### config.mk
export PLATFORM = sky130hd
export DESIGN_NAME = vpg_mode_ctrl
export DESIGN_NICKNAME = d
export VERILOG_FILES = /design/src/rtl/vpg_mode_ctrl.sv
export SDC_FILE = /design/constraint.sdc
export NUM_CORES = 1
export LEC_CHECK = 0
export ABC_AREA = 1
export ABC_CLOCK_PERIOD_IN_PS = 1850
export CAP_MARGIN = 30
export CORE_UTILIZATION = 51
export DETAILED_ROUTE_END_ITERATION = 6
export PLACE_DENSITY_LB_ADDON = 0.12
export REMOVE_ABC_BUFFERS = 1
export SLEW_MARGIN = 25
export SYNTH_ARGS = -nofsm -noshare
export SYNTH_HDL_FRONTEND = slang
export SYNTH_SLANG_ARGS = --single-unit
### constraint.sdc
create_clock -name clk -period 1.85 [get_ports clk]
set_clock_uncertainty 0.1 [all_clocks]
set_input_delay 0.555 -clock clk [delete_from_list [all_inputs] [get_ports clk]]
set_output_delay 0.555 -clock clk [all_outputs]
set_load 0.05 [all_outputs]
### src/rtl/vpg_mode_ctrl.sv
// Video mode-change sequencer: blanks the timing generator, reconfigures the
// pixel PLL, waits for lock and settle, then releases timing in the new mode.
module vpg_mode_ctrl #(
  parameter logic [15:0] LOCK_TIMEOUT  = 16'd50000,
  parameter logic [7:0]  SETTLE_CYCLES = 8'd64,
  parameter logic [3:0]  MODE_MAX      = 4'd9
) (
  input  logic       clk,
  input  logic       reset_n,
  input  logic       clk_en,
  input  logic       vpg_mode_change,
  input  logic [3:0] vpg_mode,
  output logic [3:0] pll_mode,
  output logic       pll_reconfig_req,
  input  logic       pll_reconfig_done,
  input  logic       pll_locked,
  output logic       timing_reset_n,
  output logic [3:0] active_mode,
  output logic       mode_valid,
  output logic       mode_error,
  output logic       lock_fail
);

  typedef enum logic [2:0] {
    S_IDLE, S_BLANK, S_REQ, S_LOCK_WAIT, S_SETTLE, S_RUN, S_FAIL
  } state_t;

  state_t      state, state_nxt;
  logic [3:0]  pending;
  logic [15:0] lw_cnt;
  logic [7:0]  st_cnt;
  logic [1:0]  retry;
  logic        reissue;

  logic ev_any, ev_ok, ev_bad, lw_to, st_end, req_entry;

  assign ev_any    = clk_en & vpg_mode_change;
  assign ev_ok     = ev_any & (vpg_mode <= MODE_MAX);
  assign ev_bad    = ev_any & (vpg_mode > MODE_MAX);
  assign lw_to     = (lw_cnt == LOCK_TIMEOUT - 16'd1);
  assign st_end    = (st_cnt == SETTLE_CYCLES - 8'd1);
  assign req_entry = (state_nxt == S_REQ) && (state != S_REQ);

  always_ff @(posedge clk or negedge reset_n) begin
    if (!reset_n) state <= S_IDLE;
    else          state <= state_nxt;
  end

  always_comb begin
    state_nxt = state;
    case (state)
      S_IDLE:  if (ev_ok) state_nxt = S_BLANK;
      S_BLANK: state_nxt = S_REQ;
      S_REQ:   if (pll_reconfig_done) state_nxt = S_LOCK_WAIT;
      S_LOCK_WAIT: begin
        if (pll_locked)  state_nxt = S_SETTLE;
        else if (lw_to)  state_nxt = (retry == 2'd2) ? S_FAIL : S_REQ;
      end
      S_SETTLE: begin
        // An event landing on the final settle cycle must not be lost
        if (!pll_locked)  state_nxt = S_LOCK_WAIT;
        else if (st_end)  state_nxt = (reissue || ev_ok) ? S_BLANK : S_RUN;
      end
      S_RUN: begin
        if (ev_ok && (vpg_mode != active_mode)) state_nxt = S_BLANK;
        else if (!pll_locked)                   state_nxt = S_LOCK_WAIT;
      end
      S_FAIL:  if (ev_ok) state_nxt = S_BLANK;
      default: state_nxt = S_IDLE;
    endcase
  end

  always_ff @(posedge clk or negedge reset_n) begin
    if (!reset_n) begin
      pending          <= 4'd0;
      pll_mode         <= 4'd0;
      pll_reconfig_req <= 1'b0;
      active_mode      <= 4'd0;
      timing_reset_n   <= 1'b0;
      mode_valid       <= 1'b0;
      mode_error       <= 1'b0;
      lock_fail        <= 1'b0;
      lw_cnt           <= 16'd0;
      st_cnt           <= 8'd0;
      retry            <= 2'd0;
      reissue          <= 1'b0;
    end else begin
      mode_error <= ev_bad;
      if (ev_ok && ((state != S_RUN) || (vpg_mode != active_mode)))
        pending <= vpg_mode;

      // REQ entry always issues the newest pending code, so any reissue is absorbed
      if (req_entry)
        reissue <= 1'b0;
      else if (ev_ok && (state inside {S_REQ, S_LOCK_WAIT, S_SETTLE}))
        reissue <= 1'b1;

      if (req_entry) begin
        pll_mode         <= ev_ok ? vpg_mode : pending;
        pll_reconfig_req <= 1'b1;
      end else if ((state == S_REQ) && pll_reconfig_done) begin
        pll_reconfig_req <= 1'b0;
      end

      lw_cnt <= (state == S_LOCK_WAIT) ? lw_cnt + 16'd1 : 16'd0;
      st_cnt <= (state == S_SETTLE)    ? st_cnt + 8'd1  : 8'd0;

      if ((state == S_LOCK_WAIT) && !pll_locked && lw_to && (retry != 2'd2))
        retry <= retry + 2'd1;
      else if (((state == S_FAIL) && ev_ok) || ((state == S_SETTLE) && (state_nxt == S_RUN)))
        retry <= 2'd0;

      if ((state == S_LOCK_WAIT) && (state_nxt == S_FAIL)) lock_fail <= 1'b1;
      else if ((state == S_FAIL) && ev_ok)                 lock_fail <= 1'b0;

      if ((state == S_SETTLE) && (state_nxt == S_RUN)) active_mode <= pll_mode;

      // Timing only runs in RUN; any exit drops both in the same cycle
      timing_reset_n <= (state_nxt == S_RUN);
      mode_valid     <= (state_nxt == S_RUN);
    end
  end

endmodule

==> reports/summary.txt <==
nets: 415
total stage count of the critical path: 12
minimum period implied by the final worst setup slack: 2.00 ns
post-route core utilization: 0.823
post-CTS clock slew at the launch and capture registers of the worst setup and hold paths: 0.08 ns
number of port buffers: 22
share of synthesized flip-flops with an asynchronous set or reset: 1.00
most used cell, CP: sky130_fd_sc_hd__nand2_2
Netlist Area Pre-Place: 2420 um^2
switching component of the power: 2.04 mW
count of warnings emitted by yosys: 0
starting density of the core: 0.545
Register-to-Register Setup Slack: -0.15 ns
start of the worst register-to-register path: state[0]
Clock Power Share: 0.122
leakage power summed over all cells: 1.72 nW
area added between synthesis and finish: 51.1%
Critical path origin: state[0]
number of antenna repair diodes: 0
worst-case clock buffer depth: 2
global-route wire length before repair: 10.5 mm
Avg Vias per Cell: 5.30
RR Endpoint: active_mode[3]
area of the multi-input gates: 1340 um^2
Post-Place Setup Slack: -0.708 ns
share of total power consumed by net switching: 0.431
category of cells accounting for the largest share of critical-path delay: simple AND/OR/NAND/NOR gates
post-detailed-route DRC marker count: 6
worst relative slew slack: 0.823
cell taking the most area after synthesis: sky130_fd_sc_hd__dfrtp_1
vias in the first global route: 2283
first-pass detailed-route iteration total: 6
number of cell instances on the worst register-to-register path: 12
largest net degree at the start of global routing: 47
post-synth top area share: 0.475
count of buffering cells on the critical path with inverters included: 3
final setup violation count: 10
GPL Wtd Cong: 0.888
share of final-layout standard cells stronger than drive strength 1: 0.410
max-cap check violation count: 0
fin worst setup slack: -0.145 ns
sequential cell area: 1160 um^2
sort of element at the start of the critical path: register
number of top-level design ports: 23
final count of hold timing violations: 0
Internal Pwr Total: 2.70 mW
vertical die dimension: 70.9 um
Tcrit/Tclk final: 1.08
CTS tree: done
synthesized area per cell: 7.76 um^2
kind of critical path: reg2reg
Die Outline Area: 5030 um^2
sink count of the clock tree: 46
outcome: complete, but fails checks
number of placement rows: 24
post-synthesis instance total: 312
data required time at the worst endpoint: 1.93 ns
power density cells: 1300 nW/um^2
vias after detailed routing: 2408
share of the yosys chip area belonging to registers: 0.475
routed len/inst: 14.3 um
aggregate global-route resource usage: 0.268
area of the core: 4440 um^2
highest clock frequency the design can meet: 501 MHz
most frequent cell after synthesis: sky130_fd_sc_hd__nand2_1
Detailed Place HPWL: 3.82 mm
largest cells by area after synthesis: sky130_fd_sc_hd__dfrtp_1, sky130_fd_sc_hd__nand2_1, sky130_fd_sc_hd__inv_1
critical path endpoint category: register
number of DRC markers in iteration 0: 103
number of enable-type register cells in the synthesized netlist: 0
series of cell instances along the critical path: inv_2, nand2_2, o21ai_2, nand2_2, nand2_2, nor3_4, buf_4, buf_6, nor2_4, nand3_4, nand2_2, o21ai_1
count of cell types in the netlist: 32
antenna violations before repair: 0
Final Power: 4.74 mW
# fillers: 248
clock latency of the later-clocked register in the worst-skew pair: 0.29 ns
count of antenna-violating nets left after detailed routing: 0
CTS Root Cell: sky130_fd_sc_hd__clkbuf_8
worst-path maximum fanout: 6
number of slew-limit violations in the final report: 0
CP max stage delay: 0.48 ns
setup repair after global routing missed its margin: true
H-tree depth: 2
Combinational Power Share: 0.589
global-route congestion overflow total: 0
total wirelength of the detailed-routed design: 6.51 mm
capture point of the worst path: active_mode[3]
width of the die: 70.9 um
part of the total power dissipated in sequential elements: 0.288
Synth top cells by count: sky130_fd_sc_hd__nand2_1, sky130_fd_sc_hd__dfrtp_1, sky130_fd_sc_hd__inv_1, sky130_fd_sc_hd__nor2_1, sky130_fd_sc_hd__a21oi_1
Max stage delay cell, worst path: sky130_fd_sc_hd__dfrtp_2
worst hold slack after final layout: 0.120 ns
count of hold buffers inserted by post-cts repair: 0
actual transition at the worst max-transition pin: 0.263 ns
maximum resistive drop on vdd: 0.813 mV
top_reg_cell synth: sky130_fd_sc_hd__dfrtp_1
class of the worst hold path: in2async
Arr. time, crit path: 2.07 ns
count of state elements after synthesis: 46
CTS Buf Count: 5
violations in the final reports: design-rule violations, negative setup slack
## timing repair
item | CTS | global route
cloned | 2 | 0
endpoints found under the setup margin | 25 | 20
pin swaps | 27 | 22
resized for setup | 52 | 36
setup buffers | 16 | 13
## registers in the layout, indices dropped and copies added (netlist names), 2 cells and up
| signal | cells |
|---|---|
| pll_mode | 4 |
| st_cnt | 8 |
| active_mode | 4 |
| pending | 4 |
| lw_cnt | 16 |
| retry | 2 |
| state | 3 |
## power by group through the flow
stage | Clock, mW | Combinational [mW] | Sequential, mW
floorplan | 0 | 0.873 | 1.63
global placement | 0 | 1.98 | 1.36
detailed placement | 0 | 2.01 | 1.37
CTS | 0.582 | 2.53 | 1.36
global route | 0.626 | 2.97 | 1.39
finish | 0.580 | 2.79 | 1.37
## layout make-up
class | count | share of cell area
inverter | 51 | 0.0523
sequential | 46 | 0.316
clock buffer | 7 | 0.0209
multi-input combinational | 213 | 0.366
timing repair buffer | 85 | 0.227
tap | 52 | 0.0178
## logic make-up (layout without fill, tap and decap cells)
kind of cell,count (synthesis),count (layout),synth area share
compound gates,54,54,0.119
xor+xnor,1,1,0.00362
fa+ha+maj,3,3,0.0155
buf+inv,55,143,0.0888
flops,46,46,0.475
simple gates,153,155,0.298
## worst min path at each step
| stage | from | to | slack [ns] |
|---|---|---|---|
| after floorplan | reset_n | active_mode[0] | 0.16 |
| after global placement | st_cnt[2] | st_cnt[2] | 0.38 |
| after detailed placement | st_cnt[2] | st_cnt[2] | 0.38 |
| after CTS | reset_n | lw_cnt[5] | 0.14 |
| after global routing | reset_n | lw_cnt[4] | 0.14 |
| final | reset_n | lw_cnt[4] | 0.12 |
## through the flow
stage / instance area [um^2] / setup TNS [ns] / std cells
after detailed placement: 3080 / -11.29 / 417
after floorplan: 2400 / -0.691 / 308
final: 3660 / -0.809 / 454
after global placement: 3080 / -10.39 / 417
after global routing: 3660 / -2.13 / 454
after CTS: 3470 / -0.111 / 442
## metal layers
metal / vias up / global-route usage / share of wire
met1: 1157 / 0.365 / 0.44
met3: 14 / 0.0499 / 0.051
met4: 0 / 0.0800 / 0.021
met2: 60 / 0.440 / 0.49
li1: 1177 / - / -
met5: - / 0 / 0
## cell usage in the layout, fill, tap and decap left out, types with 2 or more instances in the layout
master and n:
sky130_fd_sc_hd__a21oi_1 19, sky130_fd_sc_hd__a21oi_2 2, sky130_fd_sc_hd__a31oi_1 2, sky130_fd_sc_hd__buf_12 15, sky130_fd_sc_hd__buf_4 59, sky130_fd_sc_hd__buf_6 2
sky130_fd_sc_hd__clkbuf_1 2, sky130_fd_sc_hd__clkbuf_2 3, sky130_fd_sc_hd__clkbuf_8 5, sky130_fd_sc_hd__dfrtp_1 42, sky130_fd_sc_hd__dfrtp_2 4, sky130_fd_sc_hd__dlygate4sd2_1 4
sky130_fd_sc_hd__inv_1 41, sky130_fd_sc_hd__inv_2 10, sky130_fd_sc_hd__nand2_1 49, sky130_fd_sc_hd__nand2_2 22, sky130_fd_sc_hd__nand2_4 3, sky130_fd_sc_hd__nand3_1 8
sky130_fd_sc_hd__nand3_2 2, sky130_fd_sc_hd__nand3_4 5, sky130_fd_sc_hd__nand4_1 4, sky130_fd_sc_hd__nor2_1 27, sky130_fd_sc_hd__nor2_2 7, sky130_fd_sc_hd__nor2_4 11
sky130_fd_sc_hd__nor3_1 6, sky130_fd_sc_hd__nor3_2 4, sky130_fd_sc_hd__o21a_1 3, sky130_fd_sc_hd__o21ai_0 17, sky130_fd_sc_hd__o21ai_1 8, sky130_fd_sc_hd__o21ai_2 3
Power figures use the tool's default switching activity.
